<file path="src/rtl/ccff_bitstream_loader.sv">
// ccff_bitstream_loader
//   Streams a configuration bitstream into NUM_CHAINS parallel configuration
//   chains. Holds the fabric configuration reset for RST_CYCLES cycles, then
//   accepts one word per bs_valid & bs_ready cycle and issues one registered
//   shift per accepted word. While shifting, any set bit on ccff_tail
//   raises the sticky tail_err flag.
// Ports
//   prog_clk, pReset_n        programming clock, async active-low reset
//   start                     one-cycle load request (honoured in IDLE/DONE)
//   bs_data/bs_valid/bs_ready bitstream word handshake (ready only in LOAD)
//   ccff_head/ccff_shift_en   serial data and shift strobe to chain heads
//   ccff_tail                 serial data from chain tails (leftover check)
//   fab_pReset/config_enable  fabric configuration reset and mode
//   busy/done/tail_err        status; done held until next start
//   shift_cnt                 shifts issued in the current load
module ccff_bitstream_loader #(
   parameter int unsigned NUM_CHAINS = 12,
   parameter int unsigned CHAIN_LEN  = 2048,
   parameter int unsigned RST_CYCLES = 4,
   parameter int unsigned CNT_W      = 12
) (
   input  logic                  prog_clk,
   input  logic                  pReset_n,
   input  logic                  start,
   input  logic [NUM_CHAINS-1:0] bs_data,
   input  logic                  bs_valid,
   output logic                  bs_ready,
   output logic [NUM_CHAINS-1:0] ccff_head,
   output logic                  ccff_shift_en,
   input  logic [NUM_CHAINS-1:0] ccff_tail,
   output logic                  fab_pReset,
   output logic                  config_enable,
   output logic                  busy,
   output logic                  done,
   output logic                  tail_err,
   output logic [CNT_W-1:0]      shift_cnt
);

   localparam logic [2:0] S_IDLE  = 3'd0;
   localparam logic [2:0] S_CLR   = 3'd1;
   localparam logic [2:0] S_LOAD  = 3'd2;
   localparam logic [2:0] S_DRAIN = 3'd3;
   localparam logic [2:0] S_DONE  = 3'd4;

   localparam int unsigned     RST_W    = (RST_CYCLES > 1) ? $clog2(RST_CYCLES) : 1;
   localparam logic [RST_W-1:0] RST_LAST = RST_W'(RST_CYCLES - 1);
   localparam logic [CNT_W-1:0] CNT_LAST = CNT_W'(CHAIN_LEN - 1);

   logic [2:0]            state, state_d;
   logic [RST_W-1:0]      rst_cnt, rst_cnt_d;
   logic [NUM_CHAINS-1:0] head_d;
   logic                  shift_en_d;
   logic                  fab_preset_d;
   logic                  config_enable_d;
   logic                  busy_d;
   logic                  done_d;
   logic                  tail_err_d;
   logic [CNT_W-1:0]      shift_cnt_d;
   logic                  accept;

   // Ready depends only on state, so it is constant for the whole LOAD phase
   assign bs_ready = (state == S_LOAD);
   assign accept   = bs_ready & bs_valid;

   // Next state and next registered outputs
   always_comb begin
      state_d         = state;
      rst_cnt_d       = rst_cnt;
      head_d          = ccff_head;
      shift_en_d      = 1'b0;
      fab_preset_d    = fab_pReset;
      config_enable_d = config_enable;
      busy_d          = busy;
      done_d          = done;
      // Leftover data check: sample tails on every cycle a shift is issued
      tail_err_d      = tail_err | (ccff_shift_en & (|ccff_tail));
      shift_cnt_d     = shift_cnt;

      case (state)
         S_IDLE, S_DONE: begin
            if (start) begin
               state_d         = S_CLR;
               rst_cnt_d       = '0;
               head_d          = '0;
               fab_preset_d    = 1'b1;
               config_enable_d = 1'b1;
               busy_d          = 1'b1;
               done_d          = 1'b0;
               tail_err_d      = 1'b0;
               shift_cnt_d     = '0;
            end
         end
         S_CLR: begin
            if (rst_cnt == RST_LAST) begin
               state_d      = S_LOAD;
               fab_preset_d = 1'b0;
            end else begin
               rst_cnt_d = rst_cnt + RST_W'(1);
            end
         end
         S_LOAD: begin
            if (accept) begin
               head_d      = bs_data;
               shift_en_d  = 1'b1;
               shift_cnt_d = shift_cnt + CNT_W'(1);
               // shift_cnt still lags by one accept, so this is the final word
               if (shift_cnt == CNT_LAST) begin
                  state_d = S_DRAIN;
               end
            end
         end
         S_DRAIN: begin
            state_d         = S_DONE;
            head_d          = '0;
            config_enable_d = 1'b0;
            busy_d          = 1'b0;
            done_d          = 1'b1;
         end
         default: begin
            state_d = S_IDLE;
         end
      endcase
   end

   // State and output registers; fabric stays in reset after pReset_n
   always_ff @(posedge prog_clk or negedge pReset_n) begin
      if (!pReset_n) begin
         state         <= S_IDLE;
         rst_cnt       <= '0;
         ccff_head     <= '0;
         ccff_shift_en <= 1'b0;
         fab_pReset    <= 1'b1;
         config_enable <= 1'b0;
         busy          <= 1'b0;
         done          <= 1'b0;
         tail_err      <= 1'b0;
         shift_cnt     <= '0;
      end else begin
         state         <= state_d;
         rst_cnt       <= rst_cnt_d;
         ccff_head     <= head_d;
         ccff_shift_en <= shift_en_d;
         fab_pReset    <= fab_preset_d;
         config_enable <= config_enable_d;
         busy          <= busy_d;
         done          <= done_d;
         tail_err      <= tail_err_d;
         shift_cnt     <= shift_cnt_d;
      end
   end

endmodule

</file>
<file path="config.mk">
export PLATFORM = sky130hd
export DESIGN_NAME = ccff_bitstream_loader
export DESIGN_NICKNAME = d
export VERILOG_FILES = /design/src/rtl/ccff_bitstream_loader.sv
export SDC_FILE = /design/constraint.sdc
export NUM_CORES = 1
export LEC_CHECK = 0
export BUFFER_PORTS_ARGS = -buffer_cell sky130_fd_sc_hd__buf_2
export CORE_MARGIN = 1.5
export CORE_UTILIZATION = 50
export CTS_CLUSTER_DIAMETER = 40
export DETAILED_ROUTE_END_ITERATION = 10
export GPL_ROUTABILITY_DRIVEN = 0
export PLACE_DENSITY = 0.81
export SLEW_MARGIN = 20
export SYNTH_ARGS = -nofsm -noshare
export SYNTH_HDL_FRONTEND = slang
export SYNTH_SLANG_ARGS = --single-unit
</file>
<file path="constraint.sdc">
create_clock -name prog_clk -period 3.4 [get_ports prog_clk]
set_clock_uncertainty 0.15 [all_clocks]
set_input_delay 0.17 -clock prog_clk [delete_from_list [all_inputs] [get_ports prog_clk]]
set_output_delay 0.17 -clock prog_clk [all_outputs]
set_load 0.01 [all_outputs]
</file>
==> impl_metrics.tcl, run 1 <==
set metrics [dict create \
    portBuffers 58 \
    rsz0062_at_grt "false" \
    final.period_utilization_pct 71.2 \
    die_h_um 59.6 \
    drc 0 \
    antenna_left 0 \
    htreeDepth 2 \
    clkSinkCount 34 \
    seq_area_sq_um 852 \
    yosysWarnings 0 \
    async_reset_ff_share_pct 100 \
    drtIter0Drc 66 \
    nFillCells 255 \
    mappedNetlistArea_sq_mm 0.00160 \
    post_cts_buffers 0 \
    cp_max_fo 17 \
    grt_pass1_wl_mm 6.14 \
    end_kind "flop" \
    dp_slack_ns 1.01 \
    p_per_area_mw_per_mm2 444 \
    wl_mm 3.71 \
    overflow 0 \
    dr.pass1.iters 4 \
    insertion_delay_ns 0.35 \
    grt.total_usage_pct 23.1 \
    root_buffer "clkbuf_4" \
    path_buf_inv 0 \
    hpwlAfterDp_mm 2.52 \
    start_util_pct 52.5 \
    clkTransAtPathRegs_ns 0.11 \
    maxCapViolCount 0 \
    synth_cell_type_count 35 \
    multi_input_area_sq_um 701 \
    antenna_found_initial 0 \
    first_global_vias 1410 \
    power.switching_mw 0.274 \
    swShare_pct 28.8 \
    crit_family "simple AND/OR/NAND/NOR gates" \
    static-leakage-power_nw 1.07 \
    crit_type "flop to flop" \
    ios 59 \
    postLayoutCoreUtil_pct 70.1 \
    synth_cells 171 \
    viasPerCell 5.10 \
    status "finished clean" \
    drv_slew 0 \
    critPathSlowestCell "nor3b_4" \
    internal_power_mw 0.675 \
    yosys-top-cells-area "dfrtp_1, nand2_1, o21ai_0" \
    hp-class "input port to flop" \
    core_sq_mm 0.00305 \
    fin_crit_ns 2.42 \
    ys_seq_elements 34 \
    cp-start-kind "flop" \
    die-area_sq_mm 0.00356 \
    numCtsBuffers 5 \
    rows 20 \
    synth_top_cell_area_share_pct 51.5 \
    p_seq_share_pct 51.6 \
    area_growth_pct 33.4 \
    yosys.area_share.simple_pct 24.3 \
    muxShareOfSynthArea_pct 0.624 \
    max_stage_delay_ns 0.65 \
    met3WireLength_um 205 \
    synth.yosys.seq_area_share_pct 53.1 \
    peakVddDrop_mv 0.316 \
    setup_tns_ns 0 \
    finalNetCount 274 \
    finalSetupViolations 0 \
    cp.required_ns 3.53 \
    cts_tree "yes" \
    crit_chain "nor3b_4 -> nand4_2 -> or4_1 -> a21oi_1" \
    clockBufferDepth 2 \
    synth_top_family_by_area "simple AND/OR/NAND/NOR gates" \
    syn_nets 201 \
    met1_length_mm 1.61 \
    hold_viol_final 0 \
    synth-edff-count 0 \
    grt_max_degree 35 \
    synth-compound-area-share_pct 15.0 \
    arrival_ns 2.55 \
    n_antenna_cell 0 \
    synthAdderAreaFrac_pct 1.56 \
    tightest_slew_ns 0.717 \
    drive_gt1_share_pct 28.6 \
    yosysTopAreaCell "dfrtp_1" \
    combPwrFrac_pct 17.5 \
    ys.flop_type "dfrtp_1" \
    met2WireLength_mm 1.83 \
    syn_area_per_cell_sq_um 9.38 \
    max_freq_ghz 0.413 \
    p_clk_share_pct 30.9 \
    slew_headroom_pct 52.2 \
    vias 1473 \
    setup_ws_ns 0.980 \
    synth-xor-area-share_pct 2.18 \
    top_layer_used "met4" \
    fp.dieW_um 59.6 \
    wl_per_cell_um 12.8 \
]
-- synth_stat cells, types with 2 or more instances --
master,count
nor2b_1,2
nor4_1,3
buf_2,2
nor2_1,8
nor3_1,3
inv_1,5
a21oi_1,7
ha_1,2
nand3_1,8
o21ai_0,20
nand2_1,39
a22o_1,2
xnor2_1,2
nand4b_1,2
clkbuf_1,4
dfrtp_1,33
o211ai_1,3
or4_1,2
and3_1,3
xor2_1,2
o31ai_1,4
nand2b_1,2
-- registers in the layout, summed over array words and instances (netlist names) --
name / cells
ccff_head: 12
shift_cnt: 12
state: 3
rst_cnt: 2
busy: 1
ccff_shift_en: 1
done: 1
fab_pReset: 1
tail_err: 1
-- stage by stage --
stage | power, mW | std cells | hold slack [ns] | cell area [sq um]
6_report | 0.949 | 289 | 0.00382 | 2140
2_1_floorplan | 0.565 | 171 | -0.276 | 1600
4_1_cts | 0.950 | 289 | 0.0152 | 2140
3_5_place_dp | 0.650 | 267 | 0.124 | 1920
3_3_place_gp | 0.646 | 267 | 0.125 | 1920
5_1_grt | 0.994 | 289 | 0.0897 | 2140
-- tightest hold or removal path, stage by stage --
cell	delay, ns
buf_2	0.08
nor4_1	0.04
nand3_1	0.06
a21oi_1	0.06
nor2_1	0.07
-- metal layers --
metal,GRT usage [%],vias to the layer above
li1,-,747
met1,29.5,675
met5,0,-
met4,11.1,0
met2,37.3,43
met3,4.59,8
-- logic make-up after synthesis --
logic type / count (synthesis)
simple gates: 78
compound gates: 40
flops: 34
buf+inv: 12
xor+xnor: 4
fa+ha+maj: 2
mux: 1
-- cell usage in the layout, fill, tap and decap left out, types with 2 or more instances in the layout --
cell and count:
a21oi_1 7, a22o_1 2, and3_1 3, buf_2 58, clkbuf_1 2, clkbuf_4 5, dfrtp_1 33, dlygate4sd3_1 14
ha_1 2, inv_1 5, nand2_1 39, nand2b_1 2, nand3_1 8, nand4b_1 2, nor2_1 8, nor2b_1 2
nor3_1 3, nor4_1 3, o211ai_1 3, o21ai_0 20, o31ai_1 4, or4_1 2, xnor2_1 2, xor2_1 2
-- power groups by stage --
stage / registers [mW] / clock network [mW] / logic [mW]
after floorplan: 0.507 / 0 / 0.0583
after global placement: 0.497 / 0 / 0.149
after detailed placement: 0.496 / 0 / 0.154
after CTS: 0.488 / 0.295 / 0.166
after global routing: 0.497 / 0.309 / 0.188
final: 0.490 / 0.293 / 0.166
-- layout make-up --
type | count | area share, %
well taps | 44 | 2.57
clock buffers | 7 | 2.11
clock inverters | 1 | 1.40
inverters | 5 | 0.877
repair buffers | 73 | 20.5
multi-input cells | 125 | 32.7
flip-flops and latches | 34 | 39.8
-- worst paths after layout --
check / startpoint / endpoint / slack, ns / cells after the start
setup / recovery: state[0]$_DFFE_PN0P_ / shift_cnt[11]$_DFFE_PN0P_ / 0.98 / 4
hold / removal: ccff_tail[4] / tail_err$_DFF_PN0_ / 0.004 / 5
setup reg to reg: state[0]$_DFFE_PN0P_ / shift_cnt[11]$_DFFE_PN0P_ / 0.98 / 4
hold reg to reg: ccff_head[8]$_DFFE_PN0P_ / ccff_head[8]$_DFFE_PN0P_ / 0.33 / 2
max in group asynchronous: pReset_n / state[1]$_DFFE_PN0P_ / 2.38 / 2
min in group asynchronous: pReset_n / ccff_head[10]$_DFFE_PN0P_ / 0.24 / 2
-- repair_timing --
item	4_1_cts	5_1_grt
setup endpoints to repair	0	0
hold buffers	14	0
endpoints found under the hold margin	46	0
gates resized for setup	0	0
Power figures use the tool's default switching activity.
==> run 2: changes to the inputs <==
--- a/config.mk
+++ b/config.mk
@@ -5,13 +5,14 @@
 export SDC_FILE = /design/constraint.sdc
 export NUM_CORES = 1
 export LEC_CHECK = 0
+export ABC_AREA = 1
 export BUFFER_PORTS_ARGS = -buffer_cell sky130_fd_sc_hd__buf_2
 export CORE_MARGIN = 1.5
 export CORE_UTILIZATION = 50
 export CTS_CLUSTER_DIAMETER = 40
 export DETAILED_ROUTE_END_ITERATION = 10
 export GPL_ROUTABILITY_DRIVEN = 0
-export PLACE_DENSITY = 0.81
+export PLACE_DENSITY = 0.79
 export SLEW_MARGIN = 20
 export SYNTH_ARGS = -nofsm -noshare
 export SYNTH_HDL_FRONTEND = slang
==> constraint.sdc (replaced) <==
create_clock -name prog_clk -period 2.5 [get_ports prog_clk]
set_clock_uncertainty 0.15 [all_clocks]
set_input_delay 0.125 -clock prog_clk [delete_from_list [all_inputs] [get_ports prog_clk]]
set_output_delay 0.125 -clock prog_clk [all_outputs]
set_load 0.01 [all_outputs]
==> run 2 against run 1 <==
  * Utilization fell by 1.4 points
  * Count of clock-buffer cells in the layout shrank 1
  * Design area up 8.0%
  * Register-to-register slack got worse by 0.33 ns
  * Via count increased by 20%
  * Setup slack worse by 0.60 ns
  * Global-route usage rose by 0.81 points
  * Largest cell class unchanged
  * First-iteration DRC count rose by 65%
==> impl_metrics.tcl, run 2 <==
set metrics [dict create \
    status "finished clean" \
    crit_type "input port to flop" \
    ios 59 \
    p_seq_share_pct 41.5 \
    synth_top_cell_area_share_pct 46.8 \
    mappedNetlistArea_sq_mm 0.00176 \
    maxCapViolCount 0 \
    viasPerCell 5.08 \
    post_cts_buffers 0 \
    postLayoutCoreUtil_pct 68.7 \
    setup_ws_ns 0.384 \
    r2r_cells 5 \
    place_area_sq_mm 0.00207 \
    dr.pass1.iters 4 \
    n_antenna_cell 0 \
    first_global_vias 1672 \
    cp.required_ns 2.58 \
    async_reset_ff_share_pct 100 \
    critPathSlowestCell "dlygate4sd3_1" \
    arrival_ns 2.19 \
    fin_crit_ns 2.12 \
    tightest_slew_ns 0.743 \
    htreeDepth 2 \
    start_util_pct 52.5 \
    ys.flop_type "dfrtp_1" \
    slew_headroom_pct 50.3 \
    clkSinkCount 34 \
    swShare_pct 42.6 \
    hpwlAfterDp_mm 2.86 \
    grt_max_degree 35 \
    clkTransAtPathRegs_ns 0.10 \
    hold_viol_final 0 \
    max_stage_delay_ns 0.55 \
    r2r_start "state[1]$_DFFE_PN0P_" \
    total_power_mw 1.90 \
    drc 0 \
    finalNetCount 332 \
    insertion_delay_ns 0.34 \
    root_buffer "clkbuf_4" \
    hp-class "input port to async pin" \
    synth-edff-count 0 \
    vias 1772 \
    clockBufferDepth 2 \
    ctsResizeCount 0 \
    reg2reg_slack_ns 0.65 \
    rsz0062_at_grt "false" \
    final.period_utilization_pct 84.7 \
    drtIter0Drc 109 \
    wl_mm 4.29 \
    grt.total_usage_pct 23.9 \
    worstReg2RegEnd "shift_cnt[1]$_DFFE_PN0P_" \
    nFillCells 301 \
    core_sq_mm 0.00336 \
    combPwrFrac_pct 41.3 \
    overflow 0 \
    crit_chain "dlygate4sd3_1 -> buf_2 -> nor2_1 -> dlygate4sd3_1 -> nand3_1 -> dlygate4sd3_1 -> a21oi_1 -> nor2_1" \
    grt_pass1_wl_mm 7.29 \
    numCtsBuffers 5 \
    portBuffers 58 \
    static-leakage-power_nw 1.26 \
    synth.yosys.seq_area_share_pct 48.3 \
    yosys-top-cells-area "dfrtp_1, nand2_1, nand3_1" \
    cts_tree "yes" \
    area_growth_pct 30.9 \
    crit_family "buffers and inverters" \
    drive_gt1_share_pct 26.4 \
    synth_cell_type_count 25 \
    synth_cells 226 \
    max_freq_ghz 0.473 \
    p_clk_share_pct 17.2 \
    cp_max_fo 1 \
    cp-start-kind "input port" \
    peakVddDrop_mv 0.575 \
    layout_common_cells "nand2_1, buf_2, dfrtp_1" \
    yosysMostFrequentCell "nand2_1" \
    end_kind "flop" \
    dp_slack_ns 0.687 \
    ys_seq_elements 34 \
    yosysWarnings 0 \
    antenna_found_initial 0 \
    crit_top_cell "dlygate4sd3_1" \
    fp.dieW_um 62.4 \
    path_buf_inv 4 \
    die-area_sq_mm 0.00389 \
    internal_power_mw 1.09 \
    die_h_um 62.4 \
    antenna_left 0 \
    p_per_area_mw_per_mm2 823 \
    rows 21 \
    yosysTopAreaCell "dfrtp_1" \
    reg_top3 "ccff_head x12, shift_cnt x12, state x3" \
    design_area_sq_mm 0.00231 \
    setup_tns_ns 0 \
    syn_area_per_cell_sq_um 7.81 \
    drv_slew 0 \
    finalSetupViolations 0 \
    power.switching_mw 0.810 \
    wl_per_cell_um 12.3 \
    synthTopCellsByCount "nand2_1, dfrtp_1, nand3_1" \
    syn_nets 256 \
]
-- run 2: worst register-to-register path: stages (launching register included) --
cell and delay [ns]:
dfrtp_1 0.46, nand2_1 0.10, nand2_1 0.05, inv_1 0.07, nand3_1 0.53, a22o_1 0.39
-- run 2: metal layers --
layer | wire (um) | up-vias | track usage (%)
met5 | 0 | - | 0
met4 | 185 | 0 | 13.9
met2 | 2060 | 45 | 41.0
met1 | 1880 | 815 | 27.7
met3 | 163 | 19 | 4.68
li1 | - | 893 | -
-- run 2: per-stage QoR --
stage,instances,hold WS [ns]
after floorplan,226,-0.321
after global placement,323,0.0771
after detailed placement,323,0.0819
after CTS,349,0.240
after global routing,349,0.303
final,349,0.217
-- run 2: layout make-up --
type                            count  area, sq um  share of cell area, %
Tap cell                           46         57.6                   2.49
Sequential cell                    34          852                   36.9
Clock buffer                        6         51.3                   2.22
Multi-Input combinational cell    160          768                   33.3
Clock inverter                      2         12.5                  0.542
Timing Repair Buffer               77          478                   20.7
Inverter                           24         90.1                   3.90
-- run 2: cell families (layout without fill, tap and decap cells) --
family,after synthesis,after routing,synth area share (%)
AOI/OAI and AO/OA,31,31,9.93
buffers and inverters,32,109,8.16
and+or+nand+nor,127,127,32.2
adders and majority gates,2,2,1.42
DFF,34,34,48.3
-- run 2: worst max path at each step --
| stage | startpoint | endpoint | slack (ns) | cells past startpoint |
|---|---|---|---|---|
| 6_report | ccff_tail[11] | tail_err$_DFF_PN0_ | 0.38 | 8 |
| 5_1_grt | ccff_tail[11] | tail_err$_DFF_PN0_ | 0.27 | 8 |
| 4_1_cts | ccff_tail[11] | tail_err$_DFF_PN0_ | 0.41 | 8 |
| 3_5_place_dp | state[1]$_DFFE_PN0P_ | shift_cnt[1]$_DFFE_PN0P_ | 0.69 | 5 |
| 3_3_place_gp | state[1]$_DFFE_PN0P_ | shift_cnt[1]$_DFFE_PN0P_ | 0.74 | 5 |
| 2_1_floorplan | shift_cnt[0]$_DFFE_PN0P_ | state[2]$_DFFE_PN0P_ | 0.96 | 8 |
-- run 2: power groups by stage --
stage	logic (mW)	clock network [mW]	registers, mW
final	0.785	0.326	0.789
after global routing	0.887	0.356	0.810
after CTS	0.783	0.334	0.790
after detailed placement	0.763	0	0.798
after global placement	0.746	0	0.792
after floorplan	0.517	0	0.836
-- run 2: timing repair --
item                                    4_1_cts  5_1_grt
hold buffers                                 18        0
endpoints found under the setup margin        0        0
endpoints found under the hold margin        49        0
==> run 3: changes to the inputs <==
--- a/config.mk
+++ b/config.mk
@@ -5,14 +5,14 @@
 export SDC_FILE = /design/constraint.sdc
 export NUM_CORES = 1
 export LEC_CHECK = 0
-export ABC_AREA = 1
+export ABC_AREA = 0
 export BUFFER_PORTS_ARGS = -buffer_cell sky130_fd_sc_hd__buf_2
 export CORE_MARGIN = 1.5
-export CORE_UTILIZATION = 50
+export CORE_UTILIZATION = 44
 export CTS_CLUSTER_DIAMETER = 40
 export DETAILED_ROUTE_END_ITERATION = 10
 export GPL_ROUTABILITY_DRIVEN = 0
-export PLACE_DENSITY = 0.79
+export PLACE_DENSITY = 0.75
 export SLEW_MARGIN = 20
 export SYNTH_ARGS = -nofsm -noshare
 export SYNTH_HDL_FRONTEND = slang
==> constraint.sdc (replaced) <==
create_clock -name prog_clk -period 1.9 [get_ports prog_clk]
set_clock_uncertainty 0.15 [all_clocks]
set_input_delay 0.095 -clock prog_clk [delete_from_list [all_inputs] [get_ports prog_clk]]
set_output_delay 0.095 -clock prog_clk [all_outputs]
set_load 0.01 [all_outputs]
==> run 3 against run 2 <==
  * Design area down 3.4%
  * Routed wire length fell by 5.6%
  * Global-route usage decreased by 2.0 points
  * Worst hold slack lost 0.19 ns
  * Cell count decreased by 13%
  * Critical endpoint is now shift_cnt[11]$_DFFE_PN0P_
==> impl_metrics.tcl, run 3 (synthesized netlist as in run 1, its figures left out) <==
set metrics [dict create \
    status "finished clean" \
    crit_type "flop to flop" \
    final.period_utilization_pct 94.8 \
    r2r_start "state[0]$_DFFE_PN0P_" \
    cp-start-kind "flop" \
    numCtsBuffers 5 \
    rows 21 \
    max_stage_delay_ns 0.51 \
    end_kind "flop" \
    cts_tree "yes" \
    nFillCells 294 \
    fin_crit_ns 1.80 \
    whs_endpoint "shift_cnt[0]$_DFFE_PN0P_" \
    worstHoldStart "bs_valid" \
    clockBufferDepth 2 \
    ctsResizeCount 0 \
    wl_mm 4.05 \
    ios 59 \
    start_util_pct 47.0 \
    drive_gt1_share_pct 30.0 \
    critPathSlowestCell "or4_1" \
    finalNetCount 286 \
    maxCapViolCount 0 \
    clkSinkCount 34 \
    drv_slew 0 \
    drc 0 \
    antenna_found_initial 0 \
    p_per_area_mw_per_mm2 715 \
    post_cts_buffers 0 \
    total_power_mw 1.60 \
    clkTransAtPathRegs_ns 0.10 \
    min_path_cells 3 \
    grt_pass1_wl_mm 6.79 \
    tightest_slew_ns 0.761 \
    static-leakage-power_nw 1.13 \
    die_h_um 63.4 \
    reg_top3 "ccff_head x12, shift_cnt x12, state x3" \
    arrival_ns 1.92 \
    antenna_left 0 \
    grt.total_usage_pct 21.8 \
    fp.dieW_um 63.4 \
    path_buf_inv 0 \
    die-area_sq_mm 0.00402 \
    peakVddDrop_mv 0.449 \
    htreeDepth 2 \
    portBuffers 58 \
    setup_tns_ns 0 \
    worstReg2RegEnd "shift_cnt[11]$_DFFE_PN0P_" \
    core_sq_mm 0.00342 \
    first_global_vias 1523 \
    finalSetupViolations 0 \
    hpwlAfterDp_mm 2.64 \
    postLayoutCoreUtil_pct 65.3 \
    slew_headroom_pct 49.3 \
    grt_max_degree 35 \
    hp-class "input port to flop" \
    overflow 0 \
    hold_viol_final 0 \
    dr.pass1.iters 4 \
    cp_max_fo 7 \
    insertion_delay_ns 0.34 \
    final_common_cell "buf_2" \
    rsz0062_at_grt "false" \
    n_antenna_cell 0 \
    root_buffer "clkbuf_4" \
    r2r_cells 4 \
    reg2reg_slack_ns 0.1 \
    cp.required_ns 2.02 \
    drtIter0Drc 78 \
    wl_per_cell_um 13.4 \
    crit_family "simple AND/OR/NAND/NOR gates" \
    crit_chain "nor3b_4 -> nand4_2 -> or4_1 -> a21oi_1" \
    max_freq_ghz 0.555 \
    vias 1553 \
    area_growth_pct 39.2 \
    layout_common_cells "buf_2, nand2_1, dfrtp_1" \
    viasPerCell 5.13 \
]
-- run 3: changes by cell type in the layout (fill, tap and decap cells not counted), sizes merged, moves of 3 or more --
cell	before	now
nand2	61	39
nand3	30	8
inv	24	5
nor2	25	8
nand4	9	2
a21oi	1	7
buf	59	65
o21ai	25	20
o31ai	0	4
and3	0	3
nor3b	0	3
nor4	0	3
o211ai	0	3
-- run 3: layout make-up --
cell class                      count  area, sq um  share of cell area, %
Multi-Input combinational cell    125          701                   31.4
Tap cell                           46         57.6                   2.58
Inverter                            5         18.8                  0.841
Timing Repair Buffer               85          543                   24.3
Clock inverter                      1         5.00                  0.224
Clock buffer                        7         55.1                   2.47
Sequential cell                    34          852                   38.2
-- run 3: how the worst max path moves through the flow --
stage | start | end | slack, ns | depth (start not counted)
floorplan | state[0]$_DFFE_PN0P_ | shift_cnt[11]$_DFFE_PN0P_ | 0.13 | 4
global placement | state[0]$_DFFE_PN0P_ | shift_cnt[11]$_DFFE_PN0P_ | 0.17 | 4
detailed placement | state[0]$_DFFE_PN0P_ | shift_cnt[11]$_DFFE_PN0P_ | 0.12 | 4
CTS | state[0]$_DFFE_PN0P_ | shift_cnt[11]$_DFFE_PN0P_ | 0.10 | 4
global route | ccff_tail[11] | tail_err$_DFF_PN0_ | 0.02 | 7
finish | state[0]$_DFFE_PN0P_ | shift_cnt[11]$_DFFE_PN0P_ | 0.1 | 4
-- run 3: repair_timing --
| action | 4_1_cts | 5_1_grt |
|---|---|---|
| endpoints found under the hold margin | 50 | 0 |
| endpoints found under the setup margin | 0 | 0 |
| hold buffers | 20 | 0 |
-- run 3: worst min-delay path, stage by stage --
cell	delay (ns)
buf_2	0.12
nand2_1	0.16
o21ai_0	0.10
-- run 3: power breakdown --
part / switching (mW) / internal [mW] / leakage [nW]
Clock: 0.236 / 0.179 / 0.0353
Combinational: 0.163 / 0.144 / 0.677
Sequential: 0.0824 / 0.792 / 0.413
-- run 3: per-stage QoR --
stage | instances | hold WS, ns | cell area (sq um) | setup WS (ns)
5_1_grt | 303 | 0.0312 | 2230 | 0.0198
6_report | 303 | 0.0306 | 2230 | 0.0991
3_3_place_gp | 275 | 0.0591 | 1970 | 0.166
4_1_cts | 303 | 0.0232 | 2230 | 0.103
2_1_floorplan | 171 | -0.351 | 1600 | 0.130
3_5_place_dp | 275 | 0.0687 | 1970 | 0.119
-- run 3: per-layer routing --
metal	vias to the layer above	GRT usage [%]	part of all wire, %
met1	723	27.7	44
met2	50	35.7	49
met5	-	0	0
li1	772	-	-
met4	0	6.52	1.7
met3	8	6.96	5.0
